$ cat config.mk
export PLATFORM = sky130hd
export DESIGN_NAME = rv_burst_gatherer_flat
export DESIGN_NICKNAME = d
export VERILOG_FILES = /design/src/rtl/rv_burst_gatherer_if.sv /design/src/rtl/rv_burst_gatherer.sv /design/src/flat_wrapper.sv
export SDC_FILE = /design/constraint.sdc
export NUM_CORES = 1
export LEC_CHECK = 0
export CAP_MARGIN = 20
export CORE_AREA = 5 5 102 66
export CTS_CLUSTER_DIAMETER = 50
export DETAILED_ROUTE_END_ITERATION = 7
export DIE_AREA = 0 0 107 71
export DONT_BUFFER_PORTS = 1
export PLACE_DENSITY = 0.85
export SYNTH_ARGS = -nofsm -noshare
export SYNTH_HDL_FRONTEND = slang
export SYNTH_SLANG_ARGS = --single-unit
$ cat constraint.sdc
create_clock -name clock_port -period 4.9 [get_ports clock_port]
set_input_delay 1.225 -clock clock_port [delete_from_list [all_inputs] [get_ports clock_port]]
set_output_delay 1.225 -clock clock_port [all_outputs]
set_load 0.01 [all_outputs]
$ cat src/rtl/rv_burst_gatherer_if.sv
// Ready/valid stream bundle with an end-of-burst marker.
// The master drives data/valid/last; the slave answers with ready.
interface rv_burst_gatherer_if #(
  parameter int DATA_WIDTH = 8
);
  logic [DATA_WIDTH-1:0] data;
  logic                  valid;
  logic                  ready;
  logic                  last;

  modport master (output data, valid, last, input ready);
  modport slave  (input data, valid, output ready);
endinterface

$ cat src/rtl/rv_burst_gatherer.sv
// Collects a sparse ready/valid stream into a small FIFO and re-emits it as
// dense bursts of BURST_LEN beats, flagging the final beat of each burst.
// A partial burst is flushed after TIMEOUT idle cycles (TIMEOUT=0 disables).
//
// state  | meaning
// GATHER | collecting beats, output idle, idle timer running while non-empty
// DRAIN  | emitting one burst of burst_rem beats from the FIFO head
module rv_burst_gatherer #(
  parameter int DATA_WIDTH = 8,
  parameter int DEPTH      = 8,
  parameter int BURST_LEN  = 4,
  parameter int TIMEOUT    = 16
) (
  input  logic                clock_port,
  input  logic                reset_port,
  rv_burst_gatherer_if.slave  input_port,
  rv_burst_gatherer_if.master output_port
);

  localparam int CW = $clog2(DEPTH + 1);
  localparam int PW = (DEPTH > 1) ? $clog2(DEPTH) : 1;
  localparam int IW = (TIMEOUT > 1) ? $clog2(TIMEOUT) : 1;

  localparam logic [CW-1:0] DEPTH_C    = CW'(DEPTH);
  localparam logic [CW-1:0] BURST_C    = CW'(BURST_LEN);
  localparam logic [PW-1:0] PTR_MAX    = PW'(DEPTH - 1);
  localparam logic [IW-1:0] IDLE_MAX   = IW'((TIMEOUT > 0) ? TIMEOUT - 1 : 0);
  localparam bit            TIMEOUT_EN = (TIMEOUT != 0);

  typedef enum logic {
    GATHER = 1'b0,
    DRAIN  = 1'b1
  } state_t;

  state_t                state;
  logic [DATA_WIDTH-1:0] mem [DEPTH];
  logic [PW-1:0]         rd_ptr;
  logic [PW-1:0]         wr_ptr;
  logic [CW-1:0]         count;
  logic [CW-1:0]         count_nxt;
  logic [CW-1:0]         burst_rem;
  logic [CW-1:0]         burst_len_nxt;
  logic [IW-1:0]         idle_cnt;
  logic                  valid_q;
  logic                  last_q;
  logic                  in_ready;
  logic                  push;
  logic                  pop;
  logic                  flush;

  // Ready comes only from the registered count, so a pop at full frees a slot next cycle.
  assign in_ready             = (count < DEPTH_C);
  assign input_port.ready     = in_ready;
  assign push                 = input_port.valid & in_ready;
  assign pop                  = valid_q & output_port.ready;
  assign count_nxt            = count + CW'(push) - CW'(pop);
  assign burst_len_nxt        = (count_nxt > BURST_C) ? BURST_C : count_nxt;
  assign flush                = TIMEOUT_EN && (count != '0) && !push && (idle_cnt == IDLE_MAX);

  assign output_port.valid    = valid_q;
  assign output_port.last     = last_q;
  assign output_port.data     = mem[rd_ptr];

  // FIFO storage: written on push, never reset.
  always_ff @(posedge clock_port) begin
    if (push) mem[wr_ptr] <= input_port.data;
  end

  // Pointers and occupancy; pointers wrap explicitly so any DEPTH works.
  always_ff @(posedge clock_port or negedge reset_port) begin
    if (!reset_port) begin
      rd_ptr <= '0;
      wr_ptr <= '0;
      count  <= '0;
    end else begin
      count <= count_nxt;
      if (push) wr_ptr <= (wr_ptr == PTR_MAX) ? '0 : wr_ptr + PW'(1);
      if (pop)  rd_ptr <= (rd_ptr == PTR_MAX) ? '0 : rd_ptr + PW'(1);
    end
  end

  // Burst FSM with registered valid/last; burst size is frozen on entry to DRAIN.
  always_ff @(posedge clock_port or negedge reset_port) begin
    if (!reset_port) begin
      state     <= GATHER;
      idle_cnt  <= '0;
      burst_rem <= '0;
      valid_q   <= 1'b0;
      last_q    <= 1'b0;
    end else begin
      case (state)
        GATHER: begin
          if ((count_nxt >= BURST_C) || flush) begin
            state     <= DRAIN;
            burst_rem <= burst_len_nxt;
            valid_q   <= 1'b1;
            last_q    <= (burst_len_nxt == CW'(1));
            idle_cnt  <= '0;
          end else if (push || (count == '0)) begin
            idle_cnt <= '0;
          end else begin
            idle_cnt <= idle_cnt + IW'(1);
          end
        end
        DRAIN: begin
          if (pop) begin
            burst_rem <= burst_rem - CW'(1);
            last_q    <= (burst_rem == CW'(2));
            if (last_q) begin
              state    <= GATHER;
              valid_q  <= 1'b0;
              last_q   <= 1'b0;
              idle_cnt <= '0;
            end
          end
        end
        default: state <= GATHER;
      endcase
    end
  end

endmodule

$ cat src/flat_wrapper.sv
// flat-port wrapper written by rule: the top's interface ports become plain ports
module rv_burst_gatherer_flat 
#(
  parameter int DATA_WIDTH = 8,
  parameter int DEPTH      = 8,
  parameter int BURST_LEN  = 4,
  parameter int TIMEOUT    = 16
)
  (clock_port, reset_port, input_port_data, input_port_valid, input_port_ready, output_port_data, output_port_valid, output_port_last, output_port_ready);
  rv_burst_gatherer_if #(.DATA_WIDTH(DATA_WIDTH)) input_port_i ();
  rv_burst_gatherer_if #(.DATA_WIDTH(DATA_WIDTH)) output_port_i ();
  input  logic clock_port;
  input  logic reset_port;
  input wire logic [$bits(input_port_i.data)-1:0] input_port_data;
  input wire logic [$bits(input_port_i.valid)-1:0] input_port_valid;
  output wire logic [$bits(input_port_i.ready)-1:0] input_port_ready;
  output wire logic [$bits(output_port_i.data)-1:0] output_port_data;
  output wire logic [$bits(output_port_i.valid)-1:0] output_port_valid;
  output wire logic [$bits(output_port_i.last)-1:0] output_port_last;
  input wire logic [$bits(output_port_i.ready)-1:0] output_port_ready;
  assign input_port_i.data = input_port_data;
  assign input_port_i.valid = input_port_valid;
  assign input_port_ready = input_port_i.ready;
  assign output_port_data = output_port_i.data;
  assign output_port_valid = output_port_i.valid;
  assign output_port_last = output_port_i.last;
  assign output_port_i.ready = output_port_ready;
  rv_burst_gatherer #(.DATA_WIDTH(DATA_WIDTH), .DEPTH(DEPTH), .BURST_LEN(BURST_LEN), .TIMEOUT(TIMEOUT)) u_core (.clock_port(clock_port), .reset_port(reset_port), .input_port(input_port_i), .output_port(output_port_i));
endmodule
==> results.json <==
{
  "status": "finished clean",
  "first_pass_iters": 4,
  "slew_headroom": 0.353,
  "core_area_sq_um": 5780,
  "reg2reg_to": "u_core.idle_cnt[1]",
  "cts_resized": 0,
  "critPathCaptureType": "register",
  "synth_area_leaders": "edfxtp_1, dfrtp_1, mux4_2, ha_1, mux2_2",
  "synth-seq-area-share": 0.665,
  "worstSetupStartpointType": "input port",
  "drive_gt1_frac": 0.217,
  "worstMarginPinSlew_ns": 0.966,
  "fillers": 373,
  "max-clock-path-buffers": 2,
  "hp-class": "in2async",
  "hold_buffers": 0,
  "timing.final.crit_share": 0.721,
  "r2r-start": "u_core.output_port.valid",
  "die-area_sq_um": 7600,
  "drv_slew": 0,
  "ant_nets": 0,
  "max_cap_viol_count": 0,
  "overflow": 0,
  "drtIter0Drc": 172,
  "power.leakage_nw": 1.43,
  "grt_usage": 0.196,
  "grt_pass1_wl_mm": 10.9,
  "avgSynthCellArea_sq_um": 16.6,
  "dieHeight_um": 71,
  "critPathRequiredTime_ns": 5.19,
  "root_buffer": "clkbuf_8",
  "tns_ns": 0,
  "synth_flop_cell": "edfxtp_1",
  "wl_per_cell_um": 21.7,
  "cts_inserted_buffers": 9,
  "nNetsFinal": 255,
  "synth_fp_nets": 247,
  "antenna_found_initial": 0,
  "start_util": 0.636,
  "max_freq_mhz": 283,
  "critPathMaxFanout": 9,
  "rows": 22,
  "pwr_density_cell_nw_per_um2": 568,
  "ir_drop_uv": 361,
  "die_w_um": 107,
  "synthCells": 222,
  "critical_path_class": "in2reg",
  "cts_max_level": 3,
  "synth-seq-cells": 85,
  "synth_top_cell_area_share": 0.522,
  "post-cts-setup-buffers": 0,
  "synth_edf_count": 64,
  "cts.clk_slew.worst_paths_ns": 0.09,
  "setup_viol": 0,
  "rr_worst_depth": 9,
  "cts.sinks": 85,
  "period_minus_slack_ns": 3.53,
  "worstSkewPairLatency_ns": 0.35,
  "top_level_ports": 23,
  "timing.final.ws_setup_ns": 1.37,
  "synth_largest_area_cell": "edfxtp_1",
  "async_flop_share": 0.247,
  "rsz0062_at_grt": "no",
  "hold_violations": 0,
  "routabilityCongestion": 0.861,
  "area_growth_pct": 7.79,
  "reg2reg_setup_slack_ns": 1.76,
  "fin_worst_skew_ns": 0.00615,
  "critPathArrivalTime_ns": 3.82,
  "drc": 0,
  "grt_max_degree": 22,
  "port_buffers": 0,
  "antenna_cells": 0,
  "cts_tree": "yes",
  "wl_mm": 6.66,
  "synth_most_common_cell": "edfxtp_1",
  "via_count": 1923,
  "dp_hpwl_mm": 4.43,
  "post-place-ws_ns": 1.05,
  "synthTopCellsByCount": "edfxtp_1, dfrtp_1, nand2_1, mux4_2, ha_1",
  "netlist_area_sq_um": 3680,
  "yosysWarningCount": 0,
  "grt_pass1_vias": 1977,
  "synth.distinct_cells": 38,
  "vias_per_cell": 6.26
}
[logic make-up (layout without fill, tap and decap cells)]
| family | after synthesis | after routing | synth area share |
|---|---|---|---|
| flops | 85 | 85 | 0.665 |
| simple gates | 48 | 48 | 0.0694 |
| xor+xnor | 5 | 5 | 0.0139 |
| compound gates | 26 | 26 | 0.0534 |
| buf+inv | 19 | 32 | 0.0221 |
| fa+ha+maj | 13 | 13 | 0.0463 |
| mux | 26 | 26 | 0.130 |
[how the worst max path moves through the flow]
stage | end | from | depth (start not counted)
2_1_floorplan | u_core.burst_rem[3] | output_port_ready | 11
3_3_place_gp | u_core.burst_rem[3] | output_port_ready | 11
3_5_place_dp | u_core.idle_cnt[1] | output_port_ready | 9
4_1_cts | output_port_data[3] | u_core.rd_ptr[0] | 2
5_1_grt | u_core.burst_rem[3] | output_port_ready | 11
6_report | u_core.idle_cnt[1] | output_port_ready | 9
[state kept, by name, indices dropped and copies added, names as in the netlist]
signal and cells:
u_core.burst_rem 4, u_core.count 4, u_core.idle_cnt 4, u_core.mem 64, u_core.output_port.last 1, u_core.output_port.valid 1, u_core.rd_ptr 3, u_core.state 1
u_core.wr_ptr 3
[stage by stage]
| step | cells | area (sq um) | util | power, mW | hold WS, ns |
|---|---|---|---|---|---|
| 3_3_place_gp | 290 | 3750 | 0.650 | 1.75 | 0.524 |
| 4_1_cts | 306 | 3940 | 0.681 | 2.23 | 0.546 |
| 5_1_grt | 307 | 3970 | 0.686 | 2.40 | 0.533 |
| 2_1_floorplan | 222 | 3680 | - | 1.62 | 0.496 |
| 6_report | 307 | 3970 | 0.686 | 2.25 | 0.561 |
| 3_5_place_dp | 290 | 3750 | 0.650 | 1.78 | 0.543 |
[final cells by class]
type | count | area (sq um) | area share
multi-input cells | 118 | 1150 | 0.290
flip-flops and latches | 85 | 2450 | 0.617
clock inverters | 7 | 58.8 | 0.0148
repair buffers | 4 | 50.0 | 0.0126
well taps | 72 | 90.1 | 0.0227
inverters | 12 | 45.0 | 0.0114
clock buffers | 9 | 124 | 0.0312
[where the power goes]
part | internal (mW) | total (mW) | switching, mW
Combinational | 0.374 | 0.764 | 0.390
Clock | 0.192 | 0.453 | 0.262
Sequential | 0.904 | 1.03 | 0.131
[placed cells by master, fill, tap and decap left out, drive strengths merged, types with 3 or more instances in the layout]
cell type	instances
a21o	3
a22o	5
a31oi	3
buf	4
clkbuf	9
clkinv	4
dfrtp	21
edfxtp	64
ha	12
inv	14
mux2	10
mux4	16
nand2	17
nand2b	4
nand3	3
nand3b	3
nor2	7
nor3	5
o21ai	8
xor2	4
[routing by layer]
| metal | up-vias | track usage | wire length [um] |
|---|---|---|---|
| li1 | 873 | - | - |
| met1 | 969 | 0.286 | 3000 |
| met2 | 74 | 0.287 | 3060 |
| met3 | 7 | 0.0538 | 514 |
| met4 | 0 | 0.0709 | 86 |
| met5 | - | 0 | 0 |
[critical path: stages]
cell,delay [ns]
nand2_1,0.18
clkinv_1,0.28
ha_1,0.36
inv_1,0.04
ha_1,0.21
fa_1,0.41
xor2_2,0.19
nor4b_1,0.65
a32o_1,0.26
No activity file was read; power rests on OpenSTA's default activity.
==> edit, RTL diff (same flow settings) <==
`DATA_WIDTH` is set to 8 in 3 places; all go to 10.
--- a/src/rtl/rv_burst_gatherer_if.sv
+++ b/src/rtl/rv_burst_gatherer_if.sv
@@ -1,7 +1,7 @@
 // Ready/valid stream bundle with an end-of-burst marker.
 // The master drives data/valid/last; the slave answers with ready.
 interface rv_burst_gatherer_if #(
-  parameter int DATA_WIDTH = 8
+  parameter int DATA_WIDTH = 10
 );
   logic [DATA_WIDTH-1:0] data;
   logic                  valid;
--- a/src/rtl/rv_burst_gatherer.sv
+++ b/src/rtl/rv_burst_gatherer.sv
@@ -6,7 +6,7 @@
 // GATHER | collecting beats, output idle, idle timer running while non-empty
 // DRAIN  | emitting one burst of burst_rem beats from the FIFO head
 module rv_burst_gatherer #(
-  parameter int DATA_WIDTH = 8,
+  parameter int DATA_WIDTH = 10,
   parameter int DEPTH      = 8,
   parameter int BURST_LEN  = 4,
   parameter int TIMEOUT    = 16
--- a/src/flat_wrapper.sv
+++ b/src/flat_wrapper.sv
@@ -1,7 +1,7 @@
 // flat-port wrapper written by rule: the top's interface ports become plain ports
 module rv_burst_gatherer_flat 
 #(
-  parameter int DATA_WIDTH = 8,
+  parameter int DATA_WIDTH = 10,
   parameter int DEPTH      = 8,
   parameter int BURST_LEN  = 4,
   parameter int TIMEOUT    = 16
Interface: changed (resized input_port_data and output_port_data); port bits go from 23 to 27. No check against the original RTL was run, so the function may have changed too.
==> edit against the original RTL <==
Worst hold slack about the same; sequential share of layout area up 2.2 points; final area up 16%; critical path depth up 4; power down 16%; setup slack worse by 0.11 ns; global-route usage up 1.6 points; sequential cell count up 16; count of clock-buffer cells in the layout up 2; synthesized area up 17%; wire length up 10%; core utilization up 11 points; critical path type unchanged.
==> edit: results <==
# TYPE chip_impl_metric gauge
chip_impl_metric{name="post_synth_xor_area_fraction",unit=""} 0.00992
chip_impl_info{name="cpMaxStageDelayCell",value="fa_1"} 1
chip_impl_metric{name="layout.filler_cells",unit=""} 317
chip_impl_metric{name="crit_fanout",unit=""} 8
chip_impl_metric{name="share_clk_of_total_power",unit=""} 0.234
chip_impl_metric{name="power.static_leakage",unit="nW"} 1.63
chip_impl_metric{name="slew-limit-headroom",unit=""} 0.294
chip_impl_info{name="setup.worst_path.end",value="u_core.idle_cnt[2]"} 1
chip_impl_metric{name="wire_length_on_met1",unit="mm"} 3.29
chip_impl_metric{name="grt_use_met1",unit=""} 0.318
chip_impl_info{name="run_status",value="finished clean"} 1
chip_impl_metric{name="layout_worst_path_cycle_share",unit=""} 0.743
chip_impl_metric{name="largest_register_ff_count",unit=""} 80
chip_impl_metric{name="synthAdderAreaFrac",unit=""} 0.0397
chip_impl_metric{name="final_nets",unit=""} 286
chip_impl_metric{name="final.hold.worst_slack",unit="ns"} 0.561
chip_impl_metric{name="global_route.usage.met2",unit=""} 0.306
chip_impl_metric{name="grt_start_max_net_pins",unit=""} 23
chip_impl_metric{name="met3_length",unit="um"} 598
chip_impl_metric{name="timing.clock.skew",unit="ns"} 0.00716
chip_impl_metric{name="synth.distinct_cells",unit=""} 49
chip_impl_metric{name="gpl.final_weighted_congestion",unit=""} 0.880
chip_impl_metric{name="grt_pass1_wl",unit="mm"} 11.6
chip_impl_metric{name="regToRegSetupSlack",unit="ns"} 1.65
chip_impl_metric{name="grt_usage",unit=""} 0.212
chip_impl_metric{name="pwr.group.combinational",unit="mW"} 0.384
chip_impl_metric{name="total_number_of_vias",unit=""} 2134
chip_impl_metric{name="total_power",unit="mW"} 1.89
## edit: worst max-delay path, delay by kind of cell
kind	cells	cell delay [ns]
mux	1	0.40
compound gates	1	0.34
simple gates	3	0.38
xor+xnor	1	0.21
buf+inv	4	0.41
fa+ha+maj	3	0.90
## edit: final cells by class
type | instances | area, sq um | area share
tap | 72 | 90.1 | 0.0197
inverter | 16 | 60.1 | 0.0131
timing repair buffer | 8 | 67.6 | 0.0147
sequential | 101 | 2930 | 0.639
clock buffer | 11 | 131 | 0.0287
multi-input combinational | 123 | 1270 | 0.277
clock inverter | 5 | 36.3 | 0.00792
## edit: through the flow
stage / instances / instance area [sq um] / utilization
6_report: 336 / 4580 / 0.793
3_5_place_dp: 316 / 4380 / 0.757
5_1_grt: 336 / 4580 / 0.793
4_1_cts: 332 / 4540 / 0.786
3_3_place_gp: 316 / 4380 / 0.757
2_1_floorplan: 247 / 4290 / -
